==> src/rtl/hbridge_gate_pkg.sv <==
// rtl/hbridge_gate_pkg.sv - leg state encoding and default timing for the H-bridge gate driver
package hbridge_gate_pkg;

  typedef enum logic [1:0] {
    LEG_OFF  = 2'd0,
    LEG_UP   = 2'd1,
    LEG_DN   = 2'd2,
    LEG_DEAD = 2'd3
  } leg_state_e;

  localparam int DEF_CNT_W    = 9;
  localparam int DEF_DEAD_CYC = 50;
`ifdef GATE_MIN_PULSE_EN
  localparam int DEF_MIN_ON_CYC = 20;
`endif

endpackage

==> src/rtl/hbridge_leg_fsm.sv <==
// rtl/hbridge_leg_fsm.sv - one half-bridge leg: state machine, dead/min-on counter, gate regs (GATE_MIN_PULSE_EN adds min on-time)
module hbridge_leg_fsm import hbridge_gate_pkg::*; #(
  parameter int CNT_W    = DEF_CNT_W,
  parameter int DEAD_CYC = DEF_DEAD_CYC
`ifdef GATE_MIN_PULSE_EN
  , parameter int MIN_ON_CYC = DEF_MIN_ON_CYC
`endif
) (
  input  logic clk,
  input  logic rst_n,
  input  logic run,
  input  logic leg_en,
  input  logic leg_cmd,
  output logic gate_up,
  output logic gate_dn,
  output logic leg_dead
);

  localparam logic [CNT_W-1:0] DEAD_LOAD = CNT_W'(DEAD_CYC);
  localparam logic [CNT_W-1:0] ONE       = CNT_W'(1);
`ifdef GATE_MIN_PULSE_EN
  // Loaded on entry to UP/DN so the counter reaches zero after MIN_ON_CYC edges
  localparam logic [CNT_W-1:0] MIN_LOAD  = (MIN_ON_CYC > 0) ? CNT_W'(MIN_ON_CYC - 1) : '0;
`else
  localparam logic [CNT_W-1:0] MIN_LOAD  = '0;
`endif

  leg_state_e       state;
  logic [CNT_W-1:0] cnt;
  logic             on_done;
  logic             want_switch;

`ifdef GATE_MIN_PULSE_EN
  assign on_done = (cnt == '0);
`else
  assign on_done = 1'b1;
`endif

  // Decide whether the current conducting/idle state must move toward the commanded side
  always_comb begin
    want_switch = 1'b0;
    case (state)
      LEG_OFF: want_switch = 1'b1;
      LEG_UP:  want_switch = !leg_cmd && on_done;
      LEG_DN:  want_switch = leg_cmd && on_done;
      default: want_switch = 1'b0;
    endcase
  end

  // Leg state machine with registered gate outputs; the dead-time target is leg_cmd sampled at expiry
  always_ff @(posedge clk or negedge rst_n) begin
    if (!rst_n) begin
      state    <= LEG_OFF;
      cnt      <= '0;
      gate_up  <= 1'b0;
      gate_dn  <= 1'b0;
      leg_dead <= 1'b0;
    end else if (!run || !leg_en) begin
      state    <= LEG_OFF;
      cnt      <= '0;
      gate_up  <= 1'b0;
      gate_dn  <= 1'b0;
      leg_dead <= 1'b0;
    end else if (state == LEG_DEAD) begin
      if (cnt <= ONE) begin
        state    <= leg_cmd ? LEG_UP : LEG_DN;
        gate_up  <= leg_cmd;
        gate_dn  <= !leg_cmd;
        leg_dead <= 1'b0;
        cnt      <= MIN_LOAD;
      end else begin
        cnt <= cnt - ONE;
      end
    end else if (want_switch) begin
      if (DEAD_CYC == 0) begin
        state    <= leg_cmd ? LEG_UP : LEG_DN;
        gate_up  <= leg_cmd;
        gate_dn  <= !leg_cmd;
        leg_dead <= 1'b0;
        cnt      <= MIN_LOAD;
      end else begin
        state    <= LEG_DEAD;
        gate_up  <= 1'b0;
        gate_dn  <= 1'b0;
        leg_dead <= 1'b1;
        cnt      <= DEAD_LOAD;
      end
    end else if (cnt != '0) begin
      cnt <= cnt - ONE;
    end
  end

endmodule

==> src/rtl/hbridge_gate_drv.sv <==
// rtl/hbridge_gate_drv.sv - N-leg H-bridge gate driver top: fault latch, run gating, leg array (GATE_MIN_PULSE_EN optional)
module hbridge_gate_drv import hbridge_gate_pkg::*; #(
  parameter int N_LEG    = 2,
  parameter int CNT_W    = DEF_CNT_W,
  parameter int DEAD_CYC = DEF_DEAD_CYC
`ifdef GATE_MIN_PULSE_EN
  , parameter int MIN_ON_CYC = DEF_MIN_ON_CYC
`endif
) (
  input  logic             clk,
  input  logic             rst_n,
  input  logic             err_unit,
  input  logic             fault_clr,
  input  logic             start_stop,
  input  logic [N_LEG-1:0] leg_en,
  input  logic [N_LEG-1:0] leg_cmd,
  output logic [N_LEG-1:0] gate_up,
  output logic [N_LEG-1:0] gate_dn,
  output logic [N_LEG-1:0] leg_dead,
  output logic             fault_o
);

  logic fault_next;
  logic run;

  // A fault present this cycle wins over a clear request; clearing only while stopped
  assign fault_next = err_unit | (fault_o & !(fault_clr & !start_stop));
  assign run        = start_stop & !fault_next;

  // Unit fault latch
  always_ff @(posedge clk or negedge rst_n) begin
    if (!rst_n) fault_o <= 1'b0;
    else        fault_o <= fault_next;
  end

  for (genvar i = 0; i < N_LEG; i++) begin : g_leg
    hbridge_leg_fsm #(
      .CNT_W    (CNT_W),
      .DEAD_CYC (DEAD_CYC)
`ifdef GATE_MIN_PULSE_EN
      , .MIN_ON_CYC (MIN_ON_CYC)
`endif
    ) u_leg (
      .clk      (clk),
      .rst_n    (rst_n),
      .run      (run),
      .leg_en   (leg_en[i]),
      .leg_cmd  (leg_cmd[i]),
      .gate_up  (gate_up[i]),
      .gate_dn  (gate_dn[i]),
      .leg_dead (leg_dead[i])
    );
  end

endmodule

==> config.mk <==
export PLATFORM = sky130hd
export DESIGN_NAME = hbridge_gate_drv
export DESIGN_NICKNAME = d
export VERILOG_FILES = /design/src/rtl/hbridge_gate_pkg.sv /design/src/rtl/hbridge_leg_fsm.sv /design/src/rtl/hbridge_gate_drv.sv
export SDC_FILE = /design/constraint.sdc
export NUM_CORES = 1
export LEC_CHECK = 0
export CELL_PAD_IN_SITES_DETAIL_PLACEMENT = 1
export CELL_PAD_IN_SITES_GLOBAL_PLACEMENT = 1
export CORE_MARGIN = 2
export CORE_UTILIZATION = 36
export CTS_BUF_LIST = sky130_fd_sc_hd__clkbuf_16
export CTS_CLUSTER_DIAMETER = 50
export DETAILED_ROUTE_END_ITERATION = 16
export PLACE_DENSITY_LB_ADDON = 0.1
export REMOVE_ABC_BUFFERS = 1
export SLEW_MARGIN = 0
export SYNTH_ARGS = -nofsm -noshare
export SYNTH_HDL_FRONTEND = slang
export SYNTH_SLANG_ARGS = --single-unit
==> constraint.sdc <==
create_clock -name clk -period 2.2 [get_ports clk]
set_input_delay 0.44 -clock clk [delete_from_list [all_inputs] [get_ports clk]]
set_output_delay 0.44 -clock clk [all_outputs]
set_load 0.05 [all_outputs]
# [After elaboration in Yosys (flattened, before gate mapping)]
# Cells that the tools add are included.
[word_totals] out_inout_bits=7 wordCells=91 mem_count=0 mem_bits_ro=0 latch_bits=0 inputBits=9 reg_bits=29 mem_bits_rw=0
[classes] mux=44 n_div=0 eq_ne=8 n_shift=0 reduce_logical=20 n_lt_le_gt_ge=2 n_mul=0 bitwise_logic=4 addsub=2
[ops] operator="9-bit 2-to-1 mux" count=10
[ops] operator="1-bit 2-to-1 mux" count=22
[ops] operator="2-bit 2-to-1 mux" count=10
[ops] operator="9-bit by 1-bit <= comparator with 1-bit output, second input constant" count=2
[ops] operator="9-bit nonzero test" count=2
[ops] operator="9-bit by 1-bit subtractor with 9-bit output, second input constant" count=2
[ops] operator="2-bit == test, second input constant" count=4
[ops] operator="1-bit zero test" count=8
[ops] operator="4-bit nonzero test" count=2
[ops] operator="3-bit by 2-bit inequality test with 1-bit output, second input constant" count=2
[ops] operator="1-bit one-hot mux with 3 select lines" count=2
[ops] operator="3-bit nonzero test" count=2
[ops] operator="2-bit by 1-bit == test with 1-bit output, second input constant" count=2
[ops] operator="2-bit zero test" count=2
[ops] operator="2-bit AND reduction" count=2
[ops] operator="1-bit AND" count=3
[ops] operator="1-bit logical OR" count=2
[ops] operator="1-bit bitwise OR" count=1

# [Logic depth before layout (Yosys ltp)]
[logic_depth] ltp_word=11 depth_mapped=6 ltp_nobuf=6

# [Hierarchy]
# A second synthesis with hierarchy kept.
[hier_totals] cells_unflattened=182 hier_area_um2=1710.4
[by_module_without_submodules] module="hbridge_leg_fsm" seq_area_each_um2=350.3 cells_each=89 area_each_um2=832.0 instances=2
[by_module_without_submodules] module="hbridge_gate_drv" seq_area_each_um2=25.0 cells_each=4 area_each_um2=46.3 instances=1

# [Least setup slack after synthesis]
# Ideal clock, no wire load.
[synth_timing] path_type="register to register" start="reg g_leg[1].u_leg.cnt[0]" end="reg g_leg[1].u_leg.cnt[8]" setup_ns=0.074 period_less_slack_ns=2.073 arrival_time_ns=1.998 required_time_ns=2.126 slack_ns=0.127 path_stages_with_launch=7 path_buffers=0 cell_sequence="dfrtp_1 > inv_1 > ha_1 > or4b_4 > or4_1 > or3_1 > a21oi_2"
[synth_between] elab_chain_cells=5 elab_cells_between_ends=9 cone_classes="1 x add/sub; 1 x order compare; 5 x mux; 2 x reduce/logical"
[synth_rtl] element="start, declared" line="hbridge_leg_fsm.sv:29" text="logic [CNT_W-1:0] cnt;"
[synth_rtl] element="start signal, assigned" line="hbridge_leg_fsm.sv:72" text="cnt <= cnt - ONE;"
[synth_rtl] element="start signal, assigned" line="hbridge_leg_fsm.sv:89" text="cnt <= cnt - ONE;"
[synth_rtl] element="9-bit by 1-bit subtractor with 9-bit output" line="hbridge_leg_fsm.sv:72, hbridge_leg_fsm.sv:89"
[synth_rtl] element="9-bit 2-to-1 mux" line="hbridge_leg_fsm.sv:88" text="end else if (cnt != '0) begin"
[synth_rtl] element="9-bit 2-to-1 mux" line="hbridge_leg_fsm.sv:74" text="end else if (want_switch) begin"
[synth_rtl] element="9-bit 2-to-1 mux" line="hbridge_leg_fsm.sv:64" text="end else if (state == LEG_DEAD) begin"
[synth_rtl] element="9-bit 2-to-1 mux" line="hbridge_leg_fsm.sv:58" text="end else if (!run || !leg_en) begin"
# Parallel ways exist; a longest one is shown, timed or not. The select of a mux whose other input is x is not followed.
# A chain may end at the register's enable or synchronous reset.

# [Worst setup path after layout]
[layout_timing] start="reg g_leg[1].u_leg.cnt[1]" end="reg g_leg[1].u_leg.cnt[8]"
# The elaborated chain is that of the path after synthesis.

==> results.toml <==
[min_path]
hold_depth = 1
min_from = "g_leg[1].u_leg.gate_dn"
min_to = "g_leg[1].u_leg.gate_dn"
min_path_type = "register to register"

[worst_setup_path]
worstPathRequired_ns = 2.39
timing.critical_path.buf_inv = 1
r2r_cells = 6
cp_top_family = "simple AND/OR/NAND/NOR gates"
critical_path.cell_chain = "inv_1 > ha_1 > or4b_4 > or4_4 > or3_1 > a21oi_2"
critPathMaxStageDelay_ns = 0.52
critPathCaptureType = "register"
cp.arrival_ns = 2.30
cp_slowest_cell = "or4b_4"
reg2reg_from = "g_leg[1].u_leg.cnt[1]"
critPathLaunchType = "register"
criticalPathCategory = "register to register"
worstPathMaxFanout = 4
reg2reg_slack_ns = 0.09
r2r-end = "g_leg[1].u_leg.cnt[8]"

[placed_design]
placed_area_um2 = 2080
post-place-ws_ns = -0.0284
place_congestion = 0.811
dpl.cell_count = 271
port_buffers = 15
dp_hpwl_um = 3470

[layout]
antenna_cells = 0
drive_gt1_share_pct = 17.5
multi_input_area_um2 = 966
final_area_um2 = 2230
final_cell_count_no_fill = 279
post-route-util_pct = 47.3
layout-area-overhead-vs-synth_pct = 26.6
fin_nets = 224
fillCellCount = 535
regArea_um2 = 726

[pwr]
pwr-share-clk_pct = 49.1
ir_worst_vdd_mv = 0.473
p_seq_share_pct = 43.1
swShare_pct = 21.7
p_sw_uw = 275
finalPower_mw = 1.27
p_per_area_nw_per_um2 = 566
p_leak_nw = 1.04
combinationalPowerShare_pct = 7.8
power.internal_uw = 990

[floorplanning]
core-area_um2 = 4720
die-area_um2 = 5480
die_width_um = 74.0
core.rowCount = 25
ios = 16
initial_core_util_pct = 37.4
die_y_um = 74.0

[synth]
synth_top_cells_by_area = "dfrtp_1, a21oi_1, buf_4, nand2_1, ha_1"
yosysWarnings = 0
syn-instance-count = 180
async_flop_share_pct = 100
synth_top_area_share_pct = 41.1
seq_area_frac_synth_pct = 41.1
synth_edf_count = 0
ys_ff_latch = 29
yosys.area.top_type = "dfrtp_1"
synthesis.area_um2 = 1770
synthDistinctLibCells = 54
ys.flop_type = "dfrtp_1"
syn_area_per_cell_um2 = 9.81

[flow_run]
timing.max_cap.violations = 0

[sta]
layout_min_cycle_time_ns = 2.11
rsz0062_at_grt = "false"
hold_viol = 0
maxSlewViolCount = 0
fmaxAchievable_mhz = 475
holdWs_ns = 0.489
finalWorstSetupSlack_ns = 0.0938
maxSlewHeadroom_pct = 65.6
clock_skew_ns = 0.00324
finalSetupViolations = 0
tightestPinTransition_ns = 0.516
finalCritPeriodShare_pct = 95.7
finalSetupTns_ns = 0

[status]
status = "completed"

[clock_network]
cts_hold_buf = 0
clk_pin_slew_ns = 0.05
cts_buffers = 5
postCtsSetupBuffers = 0
h-tree-depth = 2
cts.sinks = 29
cts_resized = 0
cts.path.max_buffers = 2
cts_tree = "built"
insertion_delay_ns = 0.26
root_buffer = "clkbuf_16"

[detailed_routing]
viasPerCell = 5.52
drt_wl_total_um = 4610
wl_per_cell_um = 16.5
dr.pass1.iters = 4
postRouteAntennaNets = 0
num_vias = 1539
drt_iter0_markers = 76
drc = 0

[global_routing]
grt_antenna_before_repair = 0
grt_pass1_vias = 1621
overflow = 0
grt_max_degree = 30
grt_pass1_wl_um = 7960
grt_util_all_layers_pct = 19.2
-- power groups by stage --
stage          registers [mW]  logic (mW)  clock network [mW]
3_3_place_gp            0.553      0.0943                   0
2_1_floorplan           0.559      0.0367                   0
3_5_place_dp            0.554      0.0985                   0
5_1_grt                 0.546       0.108               0.664
4_1_cts                 0.545      0.0989               0.641
6_report                0.545      0.0990               0.621
-- layer usage --
| metal | vias up | part of all wire, % | GRT usage [%] |
|---|---|---|---|
| li1 | 745 | - | - |
| met1 | 765 | 51 | 26.9 |
| met2 | 25 | 45 | 29.8 |
| met3 | 4 | 3.5 | 4.07 |
| met4 | 0 | 0.78 | 6.26 |
| met5 | - | 0 | 0 |
-- cells in the final DEF (no fill, tap or decap), types with 3 or more instances in the layout --
cell type	count
o2111ai_1	3
a21oi_1	15
nand3_1	3
nor2_1	8
clkbuf_16	5
o41ai_1	3
nor3_1	5
or4b_1	3
dfrtp_1	29
nand2_1	14
a31oi_1	3
nand3b_1	3
inv_1	9
nor4b_1	3
nand2b_1	3
a21o_1	5
ha_1	4
or3_1	3
or4_1	3
buf_4	20
o21ai_1	7
o21ai_0	4
clkdlybuf4s50_1	15
-- state kept, by name, summed over array words and instances (netlist names) --
| name | flops |
|---|---|
| fault_o | 1 |
| g_leg.u_leg.gate_up | 2 |
| g_leg.u_leg.state | 4 |
| g_leg.u_leg.gate_dn | 2 |
| g_leg.u_leg.cnt | 18 |
| g_leg.u_leg.leg_dead | 2 |
-- cells by family after synthesis --
group / Yosys count / synth area share, %
fa+ha+maj: 4 / 2.83
mux: 5 / 3.05
simple gates: 66 / 23.7
compound gates: 56 / 22.5
buf+inv: 17 / 5.32
flops: 29 / 41.1
xor+xnor: 3 / 1.49
-- final cells by class --
type	instances	area share, %
Sequential cell	29	32.5
Multi-Input combinational cell	134	43.2
Timing Repair Buffer	35	13.4
Clock buffer	5	5.60
Inverter	6	1.01
Clock inverter	3	0.504
Tap cell	67	3.75
-- Yosys cell counts (all sizes together) (2+ instances only) --
| library cell | count |
|---|---|
| a2111oi | 2 |
| a211oi | 2 |
| a21o | 5 |
| a21oi | 16 |
| a31oi | 3 |
| and2 | 3 |
| buf | 8 |
| clkbuf | 3 |
| dfrtp | 29 |
| ha | 4 |
| inv | 6 |
| mux2 | 3 |
| mux2i | 2 |
| nand2 | 15 |
| nand2b | 3 |
| nand3 | 3 |
| nand3b | 4 |
| nand4bb | 2 |
| nor2 | 8 |
| nor3 | 5 |
| nor4b | 3 |
| o2111ai | 3 |
| o21ai | 11 |
| o21bai | 2 |
| o41ai | 3 |
| or3 | 3 |
| or3b | 3 |
| or4 | 4 |
| or4b | 5 |
| xor2 | 2 |
-- worst max path at each step --
stage,start,end,slack (ns),cells after the start
CTS,g_leg[1].u_leg.cnt[1],g_leg[1].u_leg.cnt[8],0.08,6
finish,g_leg[1].u_leg.cnt[1],g_leg[1].u_leg.cnt[8],0.09,6
global route,g_leg[1].u_leg.cnt[1],g_leg[1].u_leg.cnt[8],0.007,6
detailed placement,leg_cmd[1],g_leg[1].u_leg.cnt[0],-0.03,6
floorplan,g_leg[1].u_leg.cnt[0],g_leg[1].u_leg.cnt[8],0.13,6
global placement,leg_cmd[1],g_leg[1].u_leg.cnt[0],0.02,6
Power figures use the tool's default switching activity.
